### config.mk
export PLATFORM = sky130hd
export DESIGN_NAME = mult_error_monitor
export DESIGN_NICKNAME = d
export VERILOG_FILES = /design/src/rtl/mult_error_monitor.sv
export SDC_FILE = /design/constraint.sdc
export NUM_CORES = 1
export LEC_CHECK = 0
export CORE_UTILIZATION = 55
export CTS_CLUSTER_DIAMETER = 40
export DETAILED_ROUTE_END_ITERATION = 8
export PLACE_DENSITY = 0.79
export SYNTH_ARGS = -nofsm -noshare
export SYNTH_HDL_FRONTEND = slang
export SYNTH_SLANG_ARGS = --single-unit
export TNS_END_PERCENT = 10
### constraint.sdc
create_clock -name clk -period 7 [get_ports clk]
set_clock_uncertainty 0.05 [all_clocks]
set_input_delay 1.05 -clock clk [delete_from_list [all_inputs] [get_ports clk]]
set_output_delay 1.05 -clock clk [all_outputs]
set_load 0.01 [all_outputs]
### src/rtl/mult_error_monitor.sv
// mult_error_monitor
// Characterisation stage for 8x8 approximate multipliers. Each accepted
// sample (op_a, op_b, approx_y) is compared against the exact product and
// folded into run statistics: error count, saturating sum of error
// distances, maximum error distance and the operands that first produced it.
// Two-stage pipeline: stage 1 registers the sample and its exact product,
// stage 2 forms the error distance and updates the statistics.
//
// Optional feature macro: ERRMON_BIAS_EN
//   defined   -> bias_sum accumulates signed (approx_y - exact), wrapping
//   undefined -> no bias logic, bias_sum tied to 0
//
// state   | meaning
// --------+----------------------------------------------------------
// S_IDLE  | after reset, waiting for start
// S_RUN   | accepting samples until N_SAMPLES have been taken
// S_DRAIN | two cycles for the last sample to pass through the pipeline
// S_DONE  | statistics final and stable, waiting for start

`timescale 1ns/1ps

module mult_error_monitor #(
    parameter int N_SAMPLES = 65536,
    parameter int ACC_W     = 32
) (
    input  logic             clk,
    input  logic             rst,
    input  logic             start,
    input  logic             in_valid,
    output logic             in_ready,
    input  logic [7:0]       op_a,
    input  logic [7:0]       op_b,
    input  logic [15:0]      approx_y,
    output logic             busy,
    output logic             done,
    output logic [16:0]      err_count,
    output logic [ACC_W-1:0] sum_ed,
    output logic [15:0]      max_ed,
    output logic [7:0]       max_a,
    output logic [7:0]       max_b,
    output logic [ACC_W-1:0] bias_sum
);

    typedef enum logic [1:0] {
        S_IDLE  = 2'd0,
        S_RUN   = 2'd1,
        S_DRAIN = 2'd2,
        S_DONE  = 2'd3
    } state_t;

    localparam logic [16:0] LAST_IDX = 17'(N_SAMPLES - 1);

    state_t           state_q;
    logic [16:0]      cnt_q;
    logic             drain_q;
    logic             in_ready_q;
    logic             busy_q;
    logic             done_q;

    logic             s1_valid_q;
    logic [7:0]       s1_a_q;
    logic [7:0]       s1_b_q;
    logic [15:0]      s1_y_q;
    logic [15:0]      s1_exact_q;

    logic [16:0]      err_count_q;
    logic [ACC_W-1:0] sum_ed_q;
    logic [15:0]      max_ed_q;
    logic [7:0]       max_a_q;
    logic [7:0]       max_b_q;

    logic             accept;
    logic             clear;
    logic [15:0]      ed;
    logic [ACC_W:0]   sum_ext;

    assign accept = in_valid && in_ready_q;
    assign clear  = start && ((state_q == S_IDLE) || (state_q == S_DONE));

    // Run sequencing, sample counter and registered handshake/status outputs
    always_ff @(posedge clk or posedge rst) begin
        if (rst) begin
            state_q    <= S_IDLE;
            cnt_q      <= '0;
            drain_q    <= 1'b0;
            in_ready_q <= 1'b0;
            busy_q     <= 1'b0;
            done_q     <= 1'b0;
        end else begin
            case (state_q)
                S_IDLE, S_DONE: begin
                    if (start) begin
                        state_q    <= S_RUN;
                        cnt_q      <= '0;
                        in_ready_q <= 1'b1;
                        busy_q     <= 1'b1;
                        done_q     <= 1'b0;
                    end
                end
                S_RUN: begin
                    if (accept) begin
                        cnt_q <= cnt_q + 17'd1;
                        if (cnt_q == LAST_IDX) begin
                            state_q    <= S_DRAIN;
                            drain_q    <= 1'b0;
                            in_ready_q <= 1'b0;
                        end
                    end
                end
                S_DRAIN: begin
                    if (drain_q) begin
                        state_q <= S_DONE;
                        busy_q  <= 1'b0;
                        done_q  <= 1'b1;
                    end else begin
                        drain_q <= 1'b1;
                    end
                end
                default: begin
                    state_q    <= S_IDLE;
                    in_ready_q <= 1'b0;
                    busy_q     <= 1'b0;
                    done_q     <= 1'b0;
                end
            endcase
        end
    end

    // Stage 1: capture the accepted sample and its exact product
    always_ff @(posedge clk or posedge rst) begin
        if (rst) begin
            s1_valid_q <= 1'b0;
            s1_a_q     <= '0;
            s1_b_q     <= '0;
            s1_y_q     <= '0;
            s1_exact_q <= '0;
        end else begin
            s1_valid_q <= accept;
            if (accept) begin
                s1_a_q     <= op_a;
                s1_b_q     <= op_b;
                s1_y_q     <= approx_y;
                s1_exact_q <= {8'd0, op_a} * {8'd0, op_b};
            end
        end
    end

    // Stage 2 arithmetic: error distance and widened sum for saturation detect
    always_comb begin
        ed = '0;
        if (s1_exact_q >= s1_y_q) begin
            ed = s1_exact_q - s1_y_q;
        end else begin
            ed = s1_y_q - s1_exact_q;
        end
        sum_ext = {1'b0, sum_ed_q} + {{(ACC_W-15){1'b0}}, ed};
    end

    // Stage 2 statistics; max only moves on a strictly larger distance
    always_ff @(posedge clk or posedge rst) begin
        if (rst) begin
            err_count_q <= '0;
            sum_ed_q    <= '0;
            max_ed_q    <= '0;
            max_a_q     <= '0;
            max_b_q     <= '0;
        end else if (clear) begin
            err_count_q <= '0;
            sum_ed_q    <= '0;
            max_ed_q    <= '0;
            max_a_q     <= '0;
            max_b_q     <= '0;
        end else if (s1_valid_q) begin
            if (ed != 16'd0) begin
                err_count_q <= err_count_q + 17'd1;
            end
            if (sum_ext[ACC_W]) begin
                sum_ed_q <= '1;
            end else begin
                sum_ed_q <= sum_ext[ACC_W-1:0];
            end
            if (ed > max_ed_q) begin
                max_ed_q <= ed;
                max_a_q  <= s1_a_q;
                max_b_q  <= s1_b_q;
            end
        end
    end

`ifdef ERRMON_BIAS_EN
    logic [16:0]      bias_diff;
    logic [ACC_W-1:0] bias_sum_q;

    assign bias_diff = {1'b0, s1_y_q} - {1'b0, s1_exact_q};

    // Signed bias accumulator, two's complement wrap-around
    always_ff @(posedge clk or posedge rst) begin
        if (rst) begin
            bias_sum_q <= '0;
        end else if (clear) begin
            bias_sum_q <= '0;
        end else if (s1_valid_q) begin
            bias_sum_q <= bias_sum_q + ACC_W'($signed(bias_diff));
        end
    end

    assign bias_sum = bias_sum_q;
`else
    assign bias_sum = '0;
`endif

    assign in_ready  = in_ready_q;
    assign busy      = busy_q;
    assign done      = done_q;
    assign err_count = err_count_q;
    assign sum_ed    = sum_ed_q;
    assign max_ed    = max_ed_q;
    assign max_a     = max_a_q;
    assign max_b     = max_b_q;

endmodule

**Word-level counts from Yosys, hierarchy flattened**

Cells that the tools add are included.

- Register bits after elaboration: 153
- Bits in latches: 0
- Memory bits (writable): 0
- Memory bits (read-only): 0
- Bits of input ports: 36
- Output and inout bits: 116
- Memories kept: 0

- Add/subtract/negate cells: 5
- Multiply operators: 1
- Div/mod/pow operators: 0
- $lt $le $gt $ge: 2
- Equality and inequality tests: 8
- Shifts and indexed selects: 0
- Mux-type cells: 34
- Bitwise gates (word level): 0
- Reduce and logical (&&, ||, !) cells: 19

Operators with widths:

| operator | count |
|---|---|
| 32-bit two-way mux | 3 |
| 17-bit two-way mux | 5 |
| 16-bit two-way mux | 4 |
| 8-bit two-way mux | 6 |
| 17-bit by 1-bit adder with 17-bit output, second input constant | 2 |
| 17-bit one-hot mux with 2 select lines | 1 |
| 32-bit by 16-bit adder with 33-bit output | 1 |
| 16-bit subtractor | 2 |
| 17-bit by 16-bit == test with 1-bit output, second input constant | 1 |
| 16-bit >= comparator | 1 |
| 16-bit greater-than comparator | 1 |
| 8-bit by 8-bit multiplier with 16-bit output | 1 |
| 16-bit nonzero test | 1 |
| 2-bit nonzero test | 6 |
| 3-bit AND reduction | 3 |
| 2-bit two-way mux | 4 |
| 2-bit inequality test, second input constant | 4 |
| 1-bit one-hot mux with 2 select lines | 4 |
| 4-bit AND reduction | 2 |
| 1-bit two-way mux | 6 |
| 2-bit one-hot mux with 3 select lines | 1 |
| 2-bit == test, second input constant | 2 |
| 2-bit AND reduction | 2 |
| 2-bit by 1-bit == test with 1-bit output, second input constant | 1 |
| 4 further kinds | 5 |

**Depth between registers and ports, before layout**

Gate-level depths: netlist (run 1).

- Depth in word-level cells: 6
- Gate-level depth with buffers: 24
- Mapped depth without buffers: 22

**Least setup slack after synthesis (run 1)**

Ideal clock, no wire load.

- Path kind: register -> register
- From: register s1_y_q[0]
- To: register sum_ed_q[27] (netlist: sum_ed[27])
- Data arrival time: 4.996 ns
- Required time: 6.830 ns
- Path slack: 1.833 ns
- Stages on the path, launching flop included: 21
- Path buffers: 1
- Period minus slack after synthesis: 5.167 ns
- Cell sequence: dfrtp_1 ha_1 fa_1 nor2b_4 o2111a_1 o31ai_1 a31o_2 nand2_2 clkbuf_1 mux2i_1 xnor2_1 ha_1 o21a_1 nor2_1 a211o_1 a31oi_1 a41oi_1 a2111oi_1 and3_1 nand3_1 o211a_1

- Cells in the longest elaborated chain, start to end: 6
- Elaborated cells on any way between the ends: 8

Ends and longest elaborated chain:

| element | RTL line | text |
|---|---|---|
| start: declaration | 63 | `logic [15:0] s1_y_q;` |
| start signal: assignment | 142 | `s1_y_q <= approx_y;` |
| 16-bit subtractor (tied with other cells) | 154 | `ed = s1_y_q - s1_exact_q;` |
| 16-bit two-way mux (*) | 151 | `if (s1_exact_q >= s1_y_q) begin` |
| 32-bit by 16-bit adder with 33-bit output (*) | 156 | `sum_ext = {1'b0, sum_ed_q} + {{(ACC_W-15){1'b0}}, ed};` |
| 32-bit two-way mux (*) | 177 | `if (sum_ext[ACC_W]) begin` |
| 32-bit two-way mux (*) | 173 | `end else if (s1_valid_q) begin` |
| 32-bit two-way mux (*) | 167 | `end else if (clear) begin` |
| end signal: assignment | 180 | `sum_ed_q <= sum_ext[ACC_W-1:0];` |
| end: declaration | 67 | `logic [ACC_W-1:0] sum_ed_q;` |

Every way passes the cells marked *; elsewhere a longest branch is shown, timed or not. The select of a mux whose other input is x is not followed.
A chain may end at the register's enable or synchronous reset.

**Worst setup path in the final report (run 1)**

- From: register s1_y_q[2]
- To: register sum_ed_q[21] (netlist: sum_ed[21])

The elaborated chain is that of the path after synthesis.

==> impl_metrics.csv, run 1 <==
group,metric,value,unit
sta,finalSetupViolCount,0,
setup_path,critPathArrivalTime,6.11,ns
sta,fin_setup_tns,0,ns
global_route,grt_antenna_before_repair,1,
global_route,grt_pass1_wl,47.87,mm
setup_path,crit_fanout,8,
cells_and_area,fin_nets,1619,
floorplan,initial_core_util,56.33,%
setup_path,reg2reg_to,"sum_ed[21]",
detailed_routing,drtIter0Drc,573,
sta,relSlewSlack,33.06,%
detailed_routing,first_pass_iters,5,
clock_tree,post-cts-setup-buffer-count,0,
setup_path,start_kind,"flop",
placement,place_congestion,0.9112,
floorplan,num_io_pins,152,
clock_tree,clkSlewWorstSetupHoldPaths,0.07,ns
detailed_routing,postRouteAntennaNets,0,
sta,worstMarginPinSlew,0.9984,ns
clock_tree,clock-sinks,153,
cells_and_area,antenna_cells,0,
synthesis,syn_area,0.01188,mm^2
clock_tree,clockBufferDepth,2,
floorplan,die_area,0.02219,mm^2
detailed_routing,drc,0,
synthesis,async_flop_share,100.0,%
synthesis,yosys_warnings,0,
synthesis,synth_area_per_cell,8.832,um^2
setup_path,crit_path_cell_trace,"inv_1 > ha_1 > nor2b_4 > o2111a_1 > o31ai_1 > a31oi_1 > or4_1 > o211a_1 > ha_1 > nor2b_1 > o21ai_0 > a21boi_0 > o211ai_1 > nand3_1 > a41oi_1 > nor3_1 > buf_4 > nor2_1 > and3_1 > a211oi_1",
setup_path,slowest_delay,0.58,ns
sta,report.final.slew_viol_count,0,
detailed_routing,vias,10080,
sta,setup_slack,1.122,ns
job,max-cap-violations,0,
sta,min_period,5.878,ns
setup_path,r2r_start,"s1_y_q[2]",
sta,fmax,0.1701,GHz
setup_path,cp_slowest_cell,"a41oi_1",
setup_path,crit_family,"compound AO/OA/AOI/OAI gates",
clock_tree,numCtsBuffers,17,
synthesis,synth_flop_cell,"dfrtp_1",
cells_and_area,syn_to_final_growth,16.44,%
setup_path,required,7.23,ns
setup_path,path_class,"reg -> reg",
synthesis,synthDistinctLibCells,68,
clock_tree,cts_tree,"done",
setup_path,critPathCaptureType,"flop",
cells_and_area,fillers,1783,
global_route,grt.total_usage,27.09,%
clock_tree,cts-root-buf,"clkbuf_16",
worst_hold_path,hold_path_class,"reg -> reg",
setup_path,reg2reg_depth,20,
synthesis,ys_ff_latch,153,
cells_and_area,final_util,65.59,%
setup_path,cp_num_cells,20,
placement,dpl.hpwl,21.04,mm
setup_path,cp_common_cell,"ha_1",
detailed_routing,via_per_inst,5.839,
synthesis,synth_edf_count,0,
sta,finalCritPeriodShare,83.97,%
clock_tree,clk_latency,0.44,ns
detailed_routing,wl_per_cell,16.77,um
floorplan,die_height,149.0,um
setup_path,cp-startpoint,"s1_y_q[2]",
worst_hold_path,hold_depth,1,
detailed_routing,drt_wl_total,28.97,mm
global_route,grt_max_degree,100,
status,status,"complete, no violations",
placement,io_buffers,119,
floorplan,placeableCoreArea,0.02109,mm^2
cells_and_area,drive_gt1_share,5.372,%
clock_tree,cts_resized,0,
sta,rsz0062_at_grt,"false",
global_route,overflow,0,
synthesis,synth_seq_area_share,32.23,%
setup_path,crit_buf_inv,2,
floorplan,die_w,149.0,um
global_route,grt_pass1_vias,9797,
placement,dp_slack,1.060,ns
setup_path,r2r_slack,1.12,ns
setup_path,crit_path_end,"sum_ed[21]",
sta,hold_viol_final,0,
clock_tree,holdBufCountCts,0,
floorplan,fp-row-count,53,
synthesis,synth_cells,1345,
clock_tree,htreeDepth,4,
flip-flops by register name (all words and copies together), names as in the netlist:
signal and flops:
cnt_q 17, s1_y_q 16, in_ready 1, err_count 17, done 1, max_a 8
s1_valid_q 1, busy 1, s1_b_q 8, s1_exact_q 16, state_q 2, drain_q 1
s1_a_q 8, max_b 8, max_ed 16, sum_ed 32
kinds of logic after synthesis:
logic type | after synthesis | synth area share [%]
adders and majority gates | 144 | 17.63
DFF | 153 | 32.23
buffers and inverters | 241 | 8.837
AOI/OAI and AO/OA | 316 | 17.43
muxes | 45 | 3.960
other | 1 | 0.03157
and+or+nand+nor | 400 | 16.56
xor gates and xnor gates | 45 | 3.318
synthesized netlist by cell type, types with 3 or more instances:
| cell | count | area, um^2 |
|---|---|---|
| ha_1 | 105 | 1314 |
| mux2i_1 | 29 | 290.3 |
| nor2b_1 | 8 | 50.05 |
| buf_4 | 33 | 247.7 |
| nand2b_1 | 12 | 75.07 |
| and4_1 | 5 | 43.79 |
| o41ai_1 | 13 | 113.9 |
| a21oi_1 | 67 | 335.3 |
| o31ai_1 | 5 | 37.54 |
| a211oi_1 | 25 | 187.7 |
| inv_1 | 152 | 570.6 |
| and3_1 | 18 | 112.6 |
| nand3b_1 | 3 | 22.52 |
| nand2_1 | 113 | 424.2 |
| o21bai_1 | 4 | 30.03 |
| a21o_1 | 16 | 120.1 |
| xor2_1 | 25 | 219.0 |
| a211o_1 | 3 | 26.28 |
| a41oi_1 | 3 | 26.28 |
| o41a_1 | 17 | 191.4 |
| clkbuf_1 | 48 | 180.2 |
| nor2_1 | 89 | 334.1 |
| mux2_2 | 16 | 180.2 |
| xnor2_1 | 20 | 175.2 |
| o22ai_1 | 6 | 37.54 |
| a31oi_1 | 22 | 137.6 |
| or3_1 | 11 | 68.82 |
| a21boi_0 | 3 | 22.52 |
| fa_1 | 39 | 780.8 |
| or2_2 | 8 | 50.05 |
| nand3_1 | 42 | 210.2 |
| o21a_1 | 9 | 67.56 |
| a41o_1 | 3 | 30.03 |
| nor4_1 | 3 | 18.77 |
| dfrtp_1 | 153 | 3829 |
| and2_1 | 30 | 187.7 |
| nor3_1 | 24 | 120.1 |
| o21ai_0 | 91 | 455.4 |
| or4_1 | 5 | 37.54 |
| nand4_1 | 23 | 143.9 |
| a311oi_1 | 3 | 26.28 |
| o21ai_1 | 3 | 15.01 |
| buf_2 | 5 | 25.02 |
metrics by stage:
stage	hold slack, ns	cells	cell area (um^2)
after floorplan	0.4038	1376	12000
after global placement	0.4385	1695	13180
after detailed placement	0.4446	1695	13180
after CTS	0.4569	1727	13830
after global routing	0.4780	1727	13830
final	0.4559	1727	13830
layout by cell type, fill, tap and decap left out, drive strengths merged, types with 30 or more instances in the layout:
master,count
ha,105
a21oi,67
o21ai,94
clkdlybuf4s50,119
nand2,114
inv,160
nor2,89
fa,39
dfrtp,153
nand3,42
conb,32
and2,30
cell type report:
cell class | count | area, um^2 | area share [%]
clock inverters | 15 | 229.0 | 1.655
repair buffers | 132 | 1289 | 9.317
multi-input cells | 982 | 7137 | 51.60
clock buffers | 17 | 425.4 | 3.076
inverters | 153 | 579.3 | 4.188
flip-flops and latches | 153 | 3829 | 27.68
well taps | 275 | 344.1 | 2.488
how the worst min path moves through the flow:
stage / from / to / slack, ns
3_5_place_dp: cnt_q[0] / cnt_q[0] / 0.44
2_1_floorplan: s1_exact_q[15] / s1_exact_q[15] / 0.40
6_report: err_count[16] / err_count[16] / 0.46
4_1_cts: cnt_q[0] / cnt_q[0] / 0.46
3_3_place_gp: err_count[16] / err_count[16] / 0.44
5_1_grt: err_count[16] / err_count[16] / 0.48
worst register-to-register path, stage by stage (launching register included):
cell and delay [ns]:
dfrtp_1 0.35, inv_1 0.06, ha_1 0.40, nor2b_4 0.18
o2111a_1 0.26, o31ai_1 0.39, a31oi_1 0.35, or4_1 0.49
o211a_1 0.19, ha_1 0.34, nor2b_1 0.14, o21ai_0 0.21
a21boi_0 0.20, o211ai_1 0.27, nand3_1 0.15, a41oi_1 0.58
nor3_1 0.11, buf_4 0.18, nor2_1 0.50, and3_1 0.26
a211oi_1 0.08
per-layer routing:
metal | track usage [%] | part of all wire, % | up-vias
met4 | 10.05 | 2.5 | 2
met3 | 5.138 | 5.7 | 55
met2 | 45.72 | 49 | 320
met1 | 34.44 | 43 | 4887
met5 | 0 | 0.045 | -
li1 | - | - | 4820
Power of run 1 is left out: the tool's default activity adds up to more than one toggle a clock period on the data nets, which glitch-free logic cannot reach.
==> run 2, diff against run 1 <==
- clock period: 7 -> 5.6 ns (I/O delays scaled with it)
==> run 2 against run 1 <==
First-iteration DRC count is 16% lower. Clock-buffer cell count stayed put. Worst setup slack worse by 0.76 ns. Sequential share of layout area is 0.39 points lower. Core utilization is 0.93 points higher. Fmax is 12% higher. Global-route usage is 0.41 points higher. Via count is 0.90% higher. Critical path depth is 2 lower. Cell area is 1.4% higher. Worst hold slack better by 0.0055 ns. Register-to-register slack worse by 0.76 ns. Critical path type unchanged. Critical endpoint is now sum_ed[2]. Highest routed layer is now met4.
==> impl_metrics.csv, run 2 (synthesis gave the netlist of run 1 again) <==
group,metric,value,unit
status,status,"complete, no violations",
placement,io_buffers,119,
floorplan,die_w,149.0,um
sta,relSlewSlack,40.90,%
floorplan,placeableCoreArea,0.02109,mm^2
setup_path,r2r_slack,0.37,ns
setup_path,path_class,"reg -> reg",
cells_and_area,antenna_cells,0,
sta,worstMarginPinSlew,0.8833,ns
cells_and_area,final_common_cell,"dfrtp_1",
detailed_routing,vias,10180,
clock_tree,clockBufferDepth,2,
global_route,grt.total_usage,27.50,%
cells_and_area,drive_gt1_share,7.375,%
sta,report.final.slew_viol_count,0,
global_route,overflow,0,
cells_and_area,largest_reg_flops,32,
worst_hold_path,hold_path_class,"reg -> reg",
job,max-cap-violations,0,
floorplan,fp-row-count,53,
sta,holdWs,0.4615,ns
setup_path,reg2reg_to,"sum_ed[2]",
setup_path,required,5.89,ns
floorplan,num_io_pins,152,
detailed_routing,first_pass_iters,5,
detailed_routing,drc,0,
cells_and_area,fin_nets,1645,
sta,finalCritPeriodShare,93.44,%
detailed_routing,postRouteAntennaNets,0,
global_route,grt_max_degree,88,
floorplan,initial_core_util,56.33,%
detailed_routing,drtIter0Drc,479,
clock_tree,clkSlewWorstSetupHoldPaths,0.07,ns
global_route,grt_pass1_wl,48.96,mm
detailed_routing,drt_wl_total,29.35,mm
clock_tree,cts-root-buf,"clkbuf_16",
cells_and_area,final-seq-area,0.003829,mm^2
setup_path,r2r_start,"s1_exact_q[13]",
clock_tree,post-cts-setup-buffer-count,0,
clock_tree,cts_tree,"done",
sta,hold_viol_final,0,
setup_path,critPathCaptureType,"flop",
cells_and_area,fillers,1743,
cells_and_area,fin_area,0.01403,mm^2
floorplan,die_area,0.02219,mm^2
global_route,grt_antenna_before_repair,0,
setup_path,crit_fanout,18,
setup_path,cp-startpoint,"s1_exact_q[13]",
detailed_routing,wl_per_cell,16.74,um
placement,place_congestion,0.9008,
detailed_routing,via_per_inst,5.804,
cells_and_area,multi_input_area,0.007172,mm^2
clock_tree,clk_latency,0.43,ns
placement,postPlaceCellArea,0.01339,mm^2
global_route,grt_pass1_vias,10120,
setup_path,start_kind,"flop",
cells_and_area,syn_to_final_growth,18.10,%
setup_path,reg2reg_depth,18,
clock_tree,numCtsBuffers,17,
sta,finalSetupViolCount,0,
placement,dpl.hpwl,21.59,mm
clock_tree,clock-sinks,153,
clock_tree,htreeDepth,4,
sta,min_period,5.233,ns
cells_and_area,layout_common_cells,"dfrtp_1, inv_1, clkdlybuf4s50_1",
floorplan,die_height,149.0,um
setup_path,crit_path_end,"sum_ed[2]",
setup_path,critPathArrivalTime,5.52,ns
sta,fmax,0.1911,GHz
==> run 2: repair_timing <==
| item | 4_1_cts | 5_1_grt |
|---|---|---|
| endpoints found under the setup margin | 0 | 29 |
| hold buffers | 0 | 0 |
| resized for setup | 0 | 10 |
| endpoints found under the hold margin | 0 | 0 |
==> run 2: final cells by class <==
cell class | instances | area share, %
flip-flops and latches | 153 | 27.29
clock inverters | 15 | 1.231
well taps | 275 | 2.453
inverters | 153 | 4.129
multi-input cells | 982 | 51.12
repair buffers | 158 | 10.74
clock buffers | 17 | 3.032
==> run 2: through the flow <==
step | setup WS [ns] | TNS, ns | util (%) | std cells
after floorplan | 0.4331 | 0 | - | 1376
after global routing | -0.03246 | -0.03246 | 66.52 | 1753
after detailed placement | -0.1192 | -0.1741 | 63.47 | 1721
after CTS | 0.1016 | 0 | 66.31 | 1753
final | 0.3671 | 0 | 66.52 | 1753
after global placement | 0.07319 | 0 | 63.47 | 1721
==> run 2: how the worst min path moves through the flow <==
| stage | endpoint | slack [ns] | start | cells past startpoint |
|---|---|---|---|---|
| CTS | s1_b_q[7] | 0.46 | s1_b_q[7] | 1 |
| global placement | err_count[16] | 0.44 | err_count[16] | 1 |
| detailed placement | s1_b_q[7] | 0.44 | s1_b_q[7] | 1 |
| finish | err_count[7] | 0.46 | err_count[7] | 1 |
| floorplan | s1_exact_q[15] | 0.40 | s1_exact_q[15] | 2 |
| global route | s1_b_q[4] | 0.47 | s1_b_q[4] | 1 |
==> run 2: layer usage <==
layer / vias to the layer above / wire length [um] / track usage (%)
li1: 4861 / - / -
met1: 4942 / 12640 / 36.50
met2: 325 / 14300 / 46.02
met3: 47 / 1740 / 3.700
met4: 0 / 665 / 9.643
met5: - / 0 / 0
==> run 2: worst max-delay path, cell delays in order, from the launching register on <==
cell      delay (ns)
dfrtp_1         0.41
ha_1            0.48
nand4_1         0.17
or3_1           0.44
a31o_2          0.30
nand2_4         0.22
nor2_1          0.07
a21oi_1         0.26
inv_1           0.10
fa_1            0.43
nor2b_1         0.14
o21ai_0         0.13
a21boi_0        0.33
o211ai_1        0.20
nand3_1         0.18
a41oi_2         0.22
or3_1           0.54
buf_4           0.25
a31oi_1         0.19
Power of run 2 is left out for the same reason.
